$ cat src/rtl/uart_rx_fifo.sv
// uart_rx_fifo: 8N1 UART receiver (LSB first) feeding a first-word-fall-through
// byte FIFO. It reports framing errors and overruns as one-cycle pulses.
// Optional build macro RX_MAJORITY_VOTE_EN: each start, data and stop decision
// becomes a 2-of-3 vote over the mid-1/mid/mid+1 samples. The decision is taken
// one cycle later.
module uart_rx_fifo #(
    parameter int CLK_RATE   = 100_000_000,
    parameter int BAUD_RATE  = 3_000_000,
    parameter int FIFO_DEPTH = 8
) (
    input  logic       CLK_I,
    input  logic       RST_NI,
    input  logic       RX_I,
    input  logic       READ_I,
    output logic [7:0] DATA_REC_O,
    output logic       RX_EMPTY_O,
    output logic       RX_FULL_O,
    output logic       FRAME_ERR_O,
    output logic       OVERRUN_O
);

    localparam int CPB  = CLK_RATE / BAUD_RATE;
    localparam int HALF = CPB / 2;
    localparam int CW   = (CPB < 4) ? 2 : $clog2(CPB);
    localparam int AW   = (FIFO_DEPTH < 2) ? 1 : $clog2(FIFO_DEPTH);
`ifdef RX_MAJORITY_VOTE_EN
    localparam int MV = 1;
`else
    localparam int MV = 0;
`endif
    // Decision points inside a bit period. The start decision comes at half a
    // bit. After the counter restarts there, the next decision falls one full
    // bit later, which is again mid-bit.
    localparam logic [CW-1:0] START_DEC = CW'(HALF - 1 + MV);
    localparam logic [CW-1:0] BIT_DEC   = CW'(CPB - 1);

    if (CPB < 4) begin : g_bad_baud
        $error("uart_rx_fifo: CLK_RATE/BAUD_RATE must be at least 4");
    end
    if (FIFO_DEPTH < 2 || (FIFO_DEPTH & (FIFO_DEPTH - 1)) != 0) begin : g_bad_depth
        $error("uart_rx_fifo: FIFO_DEPTH must be a power of two >= 2");
    end

    typedef enum logic [2:0] {
        st_idle, st_start, st_data, st_stop, st_wait_idle
    } state_t;

    logic [1:0]    sync_q;
    logic          rx_s;
    logic          bit_val;
    state_t        state_q, state_d;
    logic [CW-1:0] baud_q, baud_d;
    logic [2:0]    bit_q, bit_d;
    logic [7:0]    shift_q, shift_d;
    logic          push;
    logic          frame_err_q, frame_err_d;
    logic          overrun_q, overrun_d;
    logic [AW:0]   wr_q, rd_q;
    logic [7:0]    mem_q [FIFO_DEPTH];
    logic          empty, full, do_read, do_push;

    // Two-flop synchroniser for the asynchronous line. It idles high.
    always_ff @(posedge CLK_I or negedge RST_NI) begin
        if (!RST_NI) sync_q <= 2'b11;
        else         sync_q <= {sync_q[0], RX_I};
    end
    assign rx_s = sync_q[1];

`ifdef RX_MAJORITY_VOTE_EN
    logic [1:0] hist_q;
    // Keeps the two previous rx_s values. At a decision point they are the
    // samples taken at mid-1 and mid.
    always_ff @(posedge CLK_I or negedge RST_NI) begin
        if (!RST_NI) hist_q <= 2'b11;
        else         hist_q <= {hist_q[0], rx_s};
    end
    assign bit_val = (hist_q[1] & hist_q[0]) | (hist_q[1] & rx_s) | (hist_q[0] & rx_s);
`else
    assign bit_val = rx_s;
`endif

    // Receiver FSM: next state, counters, shift register and push/error strobes.
    always_comb begin
        state_d     = state_q;
        baud_d      = baud_q;
        bit_d       = bit_q;
        shift_d     = shift_q;
        push        = 1'b0;
        frame_err_d = 1'b0;
        case (state_q)
            st_idle: begin
                baud_d = '0;
                if (!rx_s) state_d = st_start;
            end
            st_start: begin
                if (baud_q == START_DEC) begin
                    baud_d  = '0;
                    bit_d   = 3'd0;
                    state_d = bit_val ? st_idle : st_data;  // high again: glitch
                end else begin
                    baud_d = baud_q + 1'b1;
                end
            end
            st_data: begin
                if (baud_q == BIT_DEC) begin
                    baud_d         = '0;
                    shift_d[bit_q] = bit_val;
                    if (bit_q == 3'd7) state_d = st_stop;
                    else               bit_d   = bit_q + 3'd1;
                end else begin
                    baud_d = baud_q + 1'b1;
                end
            end
            st_stop: begin
                if (baud_q == BIT_DEC) begin
                    baud_d = '0;
                    if (bit_val) begin
                        push    = 1'b1;
                        state_d = st_idle;
                    end else begin
                        frame_err_d = 1'b1;
                        state_d     = st_wait_idle;
                    end
                end else begin
                    baud_d = baud_q + 1'b1;
                end
            end
            st_wait_idle: begin
                if (rx_s) state_d = st_idle;
            end
            default: state_d = st_idle;
        endcase
    end

    // FIFO status. The pointers carry one extra wrap bit, so equal low bits
    // with a differing MSB means full.
    assign empty     = (wr_q == rd_q);
    assign full      = (wr_q[AW] != rd_q[AW]) && (wr_q[AW-1:0] == rd_q[AW-1:0]);
    assign do_read   = READ_I & ~empty;
    assign do_push   = push & (~full | do_read);
    assign overrun_d = push & full & ~READ_I;

    // Receiver and FIFO state registers, plus the registered error pulses.
    always_ff @(posedge CLK_I or negedge RST_NI) begin
        if (!RST_NI) begin
            state_q     <= st_idle;
            baud_q      <= '0;
            bit_q       <= 3'd0;
            shift_q     <= 8'h00;
            frame_err_q <= 1'b0;
            overrun_q   <= 1'b0;
            wr_q        <= '0;
            rd_q        <= '0;
        end else begin
            state_q     <= state_d;
            baud_q      <= baud_d;
            bit_q       <= bit_d;
            shift_q     <= shift_d;
            frame_err_q <= frame_err_d;
            overrun_q   <= overrun_d;
            if (do_push) wr_q <= wr_q + 1'b1;
            if (do_read) rd_q <= rd_q + 1'b1;
        end
    end

    // Byte storage. It has no reset, so it can map onto RAM.
    always_ff @(posedge CLK_I) begin
        if (do_push) mem_q[wr_q[AW-1:0]] <= shift_q;
    end

    assign DATA_REC_O  = empty ? 8'h00 : mem_q[rd_q[AW-1:0]];
    assign RX_EMPTY_O  = empty;
    assign RX_FULL_O   = full;
    assign FRAME_ERR_O = frame_err_q;
    assign OVERRUN_O   = overrun_q;

endmodule

$ cat config.mk
export PLATFORM = sky130hd
export DESIGN_NAME = uart_rx_fifo
export DESIGN_NICKNAME = d
export VERILOG_FILES = /design/src/rtl/uart_rx_fifo.sv
export SDC_FILE = /design/constraint.sdc
export NUM_CORES = 1
export LEC_CHECK = 0
export ABC_AREA = 1
export CAP_MARGIN = 0
export CORE_AREA = 10 10 97 99
export CTS_CLUSTER_SIZE = 20
export DETAILED_ROUTE_END_ITERATION = 8
export DIE_AREA = 0 0 107 109
export GPL_TIMING_DRIVEN = 1
export PLACE_DENSITY = 0.77
export SLEW_MARGIN = 20
export SYNTH_ARGS = -nofsm -noshare
export SYNTH_HDL_FRONTEND = slang
export SYNTH_SLANG_ARGS = --single-unit
$ cat constraint.sdc
create_clock -name CLK_I -period 3.7 [get_ports CLK_I]
set_input_delay 0.74 -clock CLK_I [delete_from_list [all_inputs] [get_ports CLK_I]]
set_output_delay 0.74 -clock CLK_I [all_outputs]
set_load 0.02 [all_outputs]
Word level (Yosys, flattened, before mapping)
Memories as Yosys holds them, arrays and structs flattened.
Index checks and enable logic that the tools add are counted.
{"block": "classes", "n_addsub": 4, "order_cmp": 2, "eq_ne": 17, "muxes": 28, "bitwise": 8, "reduce_logical": 9}
{"op": "3-bit 2-to-1 mux", "n": 10}
{"op": "6-bit one-hot mux with 3 select lines", "n": 1}
{"op": "3-bit one-hot mux with 5 select lines", "n": 1}
{"op": "2-bit inequality test (second input constant)", "n": 7}
{"op": "6-bit 2-to-1 mux", "n": 2}
{"op": "1-bit 2-to-1 mux", "n": 9}
{"op": "4-bit by 1-bit adder with 4-bit output (second input constant)", "n": 2}
{"op": "8-bit bitwise mux", "n": 1}
{"op": "8-bit 2-to-1 mux", "n": 1}
{"op": "6-bit by 1-bit adder with 6-bit output (second input constant)", "n": 1}
{"op": "3-bit by 2-bit equality test with 1-bit output (second input constant)", "n": 2}
{"op": "3-bit equality test (second input constant)", "n": 2}
{"op": "6-bit by 4-bit equality test with 1-bit output (second input constant)", "n": 1}
{"op": "6-bit equality test (second input constant)", "n": 1}
{"op": "3-bit one-hot mux with 2 select lines", "n": 1}
{"op": "6-bit AND reduction", "n": 1}
{"op": "1-bit AND", "n": 4}
{"op": "4-bit equality test", "n": 1}
{"op": "3-bit by 4-bit less-than comparator with 1-bit output (second input constant)", "n": 1}
{"op": "4-bit AND reduction", "n": 1}
{"op": "3-bit by 1-bit adder with 3-bit output (second input constant)", "n": 1}
{"op": "1-bit demux with 3-bit select", "n": 1}
{"op": "3-bit by 1-bit equality test with 1-bit output (second input constant)", "n": 1}
{"op": "3-bit equality test", "n": 1}
{"op": "other kinds (11)", "n": 14}
{"block": "word_totals", "reg_bits": 32, "mem_bits_rw": 64, "inputBits": 4, "output_inout_bits": 12, "word_cells": 78, "memories": 1}
{"memory": "mem_q", "depth": 8, "width": 8, "read_ports": 1, "rd_clocked_by_memory_dff": 0, "wr": 1, "line_no": "59", "text": "logic [7:0] mem_q [FIFO_DEPTH];"}

Logic depth before layout (Yosys ltp)
{"block": "logic_depth", "ltp_word": 7, "mapped_depth": 10, "mapped_depth_nobuf": 10}

Least setup slack after synthesis
OpenSTA, ideal clock, no wires.
{"block": "synth_path", "path_kind": "reg-to-output", "start": "register rd_q[0]", "end": "output DATA_REC_O[0]", "arrival_time_ps": 1375, "t_required_ps": 2960, "slack_ps": 1585, "path_stages_with_launch": 8, "path_buffers": 2, "path_cell_list": "dfrtp_1 -> buf_4 -> inv_2 -> clkbuf_1 -> o21ai_0 -> o22ai_1 -> nor2_1 -> nor2_1"}
{"block": "synth_via", "elab_chain_cells": 2, "elab_cells_between_ends": 3, "classes_between": "1 x eq/ne; 1 x mux; 1 x memory"}
{"item": "from (decl)", "line_no": "58", "text": "logic [AW:0] wr_q, rd_q;"}
{"item": "from (signal assigned)", "line_no": "162", "text": "if (do_read) rd_q <= rd_q + 1'b1;"}
{"item": "memory 8 x 8 bit or 4-bit equality test (tied branches)"}
{"item": "8-bit 2-to-1 mux *", "line_no": "171", "text": "assign DATA_REC_O = empty ? 8'h00 : mem_q[rd_q[AW-1:0]];"}
{"item": "to (decl)", "line_no": "15", "text": "output logic [7:0] DATA_REC_O,"}
Every way passes the cells marked *; elsewhere a longest branch is shown, timed or not.

Worst setup path after layout
{"block": "layout_path", "start": "register rd_q[0]", "end": "output DATA_REC_O[6]"}
Same word-level chain as after synthesis.

==> flow_metrics.env <==
export IMPL_status="finished clean"
export IMPL_crit_arrival_ns=2.58
export IMPL_synth_seq_cells=96
export IMPL_insertedDiodeCount=0
export IMPL_cts_sinks=96
export IMPL_critical_path_slowest_cell="clkdlybuf4s50_1"
export IMPL_hold_path_cell_count=0
export IMPL_postSynthCellCount=432
export IMPL_grt_start_max_net_pins=33
export IMPL_first_pass_grt_wire_length_microns=15000
export IMPL_p_leak_nw=1.75
export IMPL_cts_made_buffers=9
export IMPL_synthTopCellsByCount="nor2_1 (79), nand2_1 (67), edfxtp_1 (64)"
export IMPL_finalSetupViolCount=0
export IMPL_synthArstFlopShare=0.333
export IMPL_detail_route_wirelength_met1_microns=3750
export IMPL_finalHoldViolCount=0
export IMPL_worstMarginPinSlew_ns=0.850
export IMPL_start_util=0.587
export IMPL_hold_path_class="reg -> reg"
export IMPL_worst_hold_endpoint="sync_q[1]"
export IMPL_place_inst=538
export IMPL_synth_seq_area_share=0.617
export IMPL_pwr_share_clk=0.305
export IMPL_num_vias=3082
export IMPL_report_final_slew_viol_count=0
export IMPL_crit_share_post_route=0.898
export IMPL_postSynthAreaPerCell_sq_um=10.2
export IMPL_clock_skew_final_ns=0.0101
export IMPL_timing_slew_headroom=0.431
export IMPL_internal_power_w=0.00158
export IMPL_cp_common_cell="nor2_1"
export IMPL_cts_buffer_depth=2
export IMPL_synth_top_cells_by_area="edfxtp_1 (44%), dfrtp_1 (17%), nor2_1 (6.7%)"
export IMPL_grt_pass1_vias=3133
export IMPL_wl_met2_microns=4350
export IMPL_htree_num_levels=3
export IMPL_drt_pre_antenna_iters=5
export IMPL_synth_top_flop_cell="edfxtp_1"
export IMPL_cts_reportedPaths_clkPinSlew_ns=0.09
export IMPL_switching_part_of_the_total_power=0.285
export IMPL_routability_congestion_estimate_from_global_placement=0.906
export IMPL_worstSkewPairLatency_ns=0.36
export IMPL_drv_cap=0
export IMPL_dp_final_hpwl_microns=5880
export IMPL_startpoint_of_the_worst_register_to_register_path="baud_q[0]"
export IMPL_worst_setup_path_start_kind="flop"
export IMPL_critPathMaxStageDelay_ns=0.62
export IMPL_number_of_non_filler_instances_in_the_completed_layout=554
export IMPL_p_switching_w=0.000632
export IMPL_syn_num_nets=442
export IMPL_path_max_fanout=32
export IMPL_comb_power_share=0.147
export IMPL_postCtsSetupBuffers=0
export IMPL_vert_die_dim_microns=109
export IMPL_crit_chain="inv_2 > buf_4 > o21ai_0 > o22ai_1 > nor2_1 > nor2_1 > clkdlybuf4s50_1"
export IMPL_gr_total_overflow=0
export IMPL_worst_r2r_path_depth=6
export IMPL_syn2layout_area_growth_pct=9.55
export IMPL_power_ir_vdd_worst_mv=0.450
export IMPL_synthMostInstantiatedCell="nor2_1"
export IMPL_initialDrtViolationCount=189
export IMPL_critical_path_class="reg -> out"
export IMPL_timing_critical_path_required_ns=2.96
export IMPL_synth_largest_type_area_fraction=0.435
export IMPL_critical_path_reg2reg_endpoint="mem_q[7][0]"
export IMPL_post_layout_nets=457
export IMPL_post_drt_via_cell_ratio=5.56
export IMPL_floorplan_die_area_sq_um=11700
export IMPL_final_setup_tns_ns=0
export IMPL_ff2ff_setup_slack_ns=1.24
export IMPL_critical_path_endpoint_type="output port"
export IMPL_post_cts_hold_buffer_count=0
export IMPL_fillers=617
export IMPL_post_route_drc=0
export IMPL_crit_buf_inv=3
export IMPL_rsz0062_at_grt="false"
export IMPL_avgRoutedWirePerCell_microns=15.6
export IMPL_core_rowCount=32
export IMPL_port_buffers=15
export IMPL_postCtsResizedCells=0
export IMPL_detail_route_wirelength_microns=8620
export IMPL_buffer_type_at_the_clock_tree_root="clkbuf_8"
export IMPL_topRoutingLayerUsed="met4"
export IMPL_synth_cell_types=35
export IMPL_chipWidth_microns=107
export IMPL_synth_warning_count=0
export IMPL_seqPwrFrac=0.549
export IMPL_synth_top_cell_by_area="edfxtp_1"
export IMPL_timing_critical_path_max_delay_family="buffers and inverters"
export IMPL_power_per_cell_area_nw_per_um2=458
export IMPL_synth_area_sq_um=4420
export IMPL_detail_route_antenna_nets=0
export IMPL_finalWorstPathRequiredPeriod_ns=3.32
export IMPL_post_route_cells_drive_above_1_share=0.111
export IMPL_timing_fmax_mhz=301
export IMPL_met3_wirelength_microns=382
export IMPL_grt_antenna_before_repair=0
export IMPL_ports_placed_on_the_boundary=16
export IMPL_track_usage=0.158
export IMPL_tritoncts="yes"
export IMPL_fp_coreArea_sq_um=7530
export IMPL_worstHoldStart="sync_q[0]"
export IMPL_synth_edff_count=64
[worst reg2reg max path: stages, from the launching register on]
cell     delay, ns
dfrtp_1       0.43
inv_1         0.15
ha_1          0.23
nand3_4       0.18
nor3_4        0.28
nand3_2       0.15
nor2_1        0.66
[metal layers]
metal  GRT usage  up-vias
li1            -     1507
met1       0.192     1483
met2       0.273       76
met3      0.0295       16
met4      0.0619        0
met5           0        -
[power groups by stage]
stage                     Sequential (W)  Clock [W]  Combinational [W]
final                            0.00122   0.000675           0.000325
after global routing             0.00122   0.000718           0.000370
after CTS                        0.00122   0.000685           0.000322
after detailed placement         0.00124          0           0.000321
after global placement           0.00124          0           0.000310
after floorplan                  0.00123          0           0.000262
[cells by family after synthesis]
group	count (synthesis)	synth area share
simple gates	203	0.216
compound gates	72	0.0864
fa+ha+maj	6	0.0170
flops	96	0.617
xor+xnor	8	0.0176
buf+inv	47	0.0459
[metrics by stage]
step	hold WS [ns]	setup slack [ns]	util	power, W	instance area (sq um)
CTS	0.362	0.368	0.643	0.00222	4840
finish	0.362	0.376	0.643	0.00222	4840
floorplan	0.345	1.58	-	0.00149	4420
global placement	0.348	0.865	0.617	0.00155	4640
detailed placement	0.350	0.786	0.617	0.00156	4640
global route	0.363	0.194	0.643	0.00231	4840
[registers in the layout, indices dropped and copies added (netlist names)]
name / flops
shift_q: 8
state_q: 3
sync_q: 2
baud_q: 6
wr_q: 4
bit_q: 3
OVERRUN_O: 1
FRAME_ERR_O: 1
rd_q: 4
mem_q: 64
[cell usage in the layout, fill, tap and decap left out, drive strengths merged, types with 5 or more instances in the layout]
cell type,instances
nor2,84
nand2,70
edfxtp,64
o21ai,58
nand3,37
inv,33
dfrtp,30
clkdlybuf4s50,15
clkbuf,10
o22ai,8
ha,6
nand4,5
[worst max-delay path by stage]
stage,endpoint,cells after the start,start,slack (ns)
after global placement,DATA_REC_O[4],7,rd_q[0],0.87
after floorplan,DATA_REC_O[0],7,rd_q[0],1.58
after global routing,DATA_REC_O[7],7,rd_q[0],0.19
after CTS,DATA_REC_O[4],7,rd_q[0],0.37
after detailed placement,DATA_REC_O[4],7,rd_q[0],0.79
final,DATA_REC_O[6],7,rd_q[0],0.38
[cell type report]
class / instances / area, sq um / share of cell area
sequential: 96 / 2730 / 0.563
inverter: 32 / 120 / 0.0248
clock buffer: 10 / 128 / 0.0264
clock inverter: 6 / 68.8 / 0.0142
multi-input combinational: 289 / 1490 / 0.308
tap: 102 / 128 / 0.0264
timing repair buffer: 19 / 180 / 0.0372
Power figures use the tool's default switching activity.
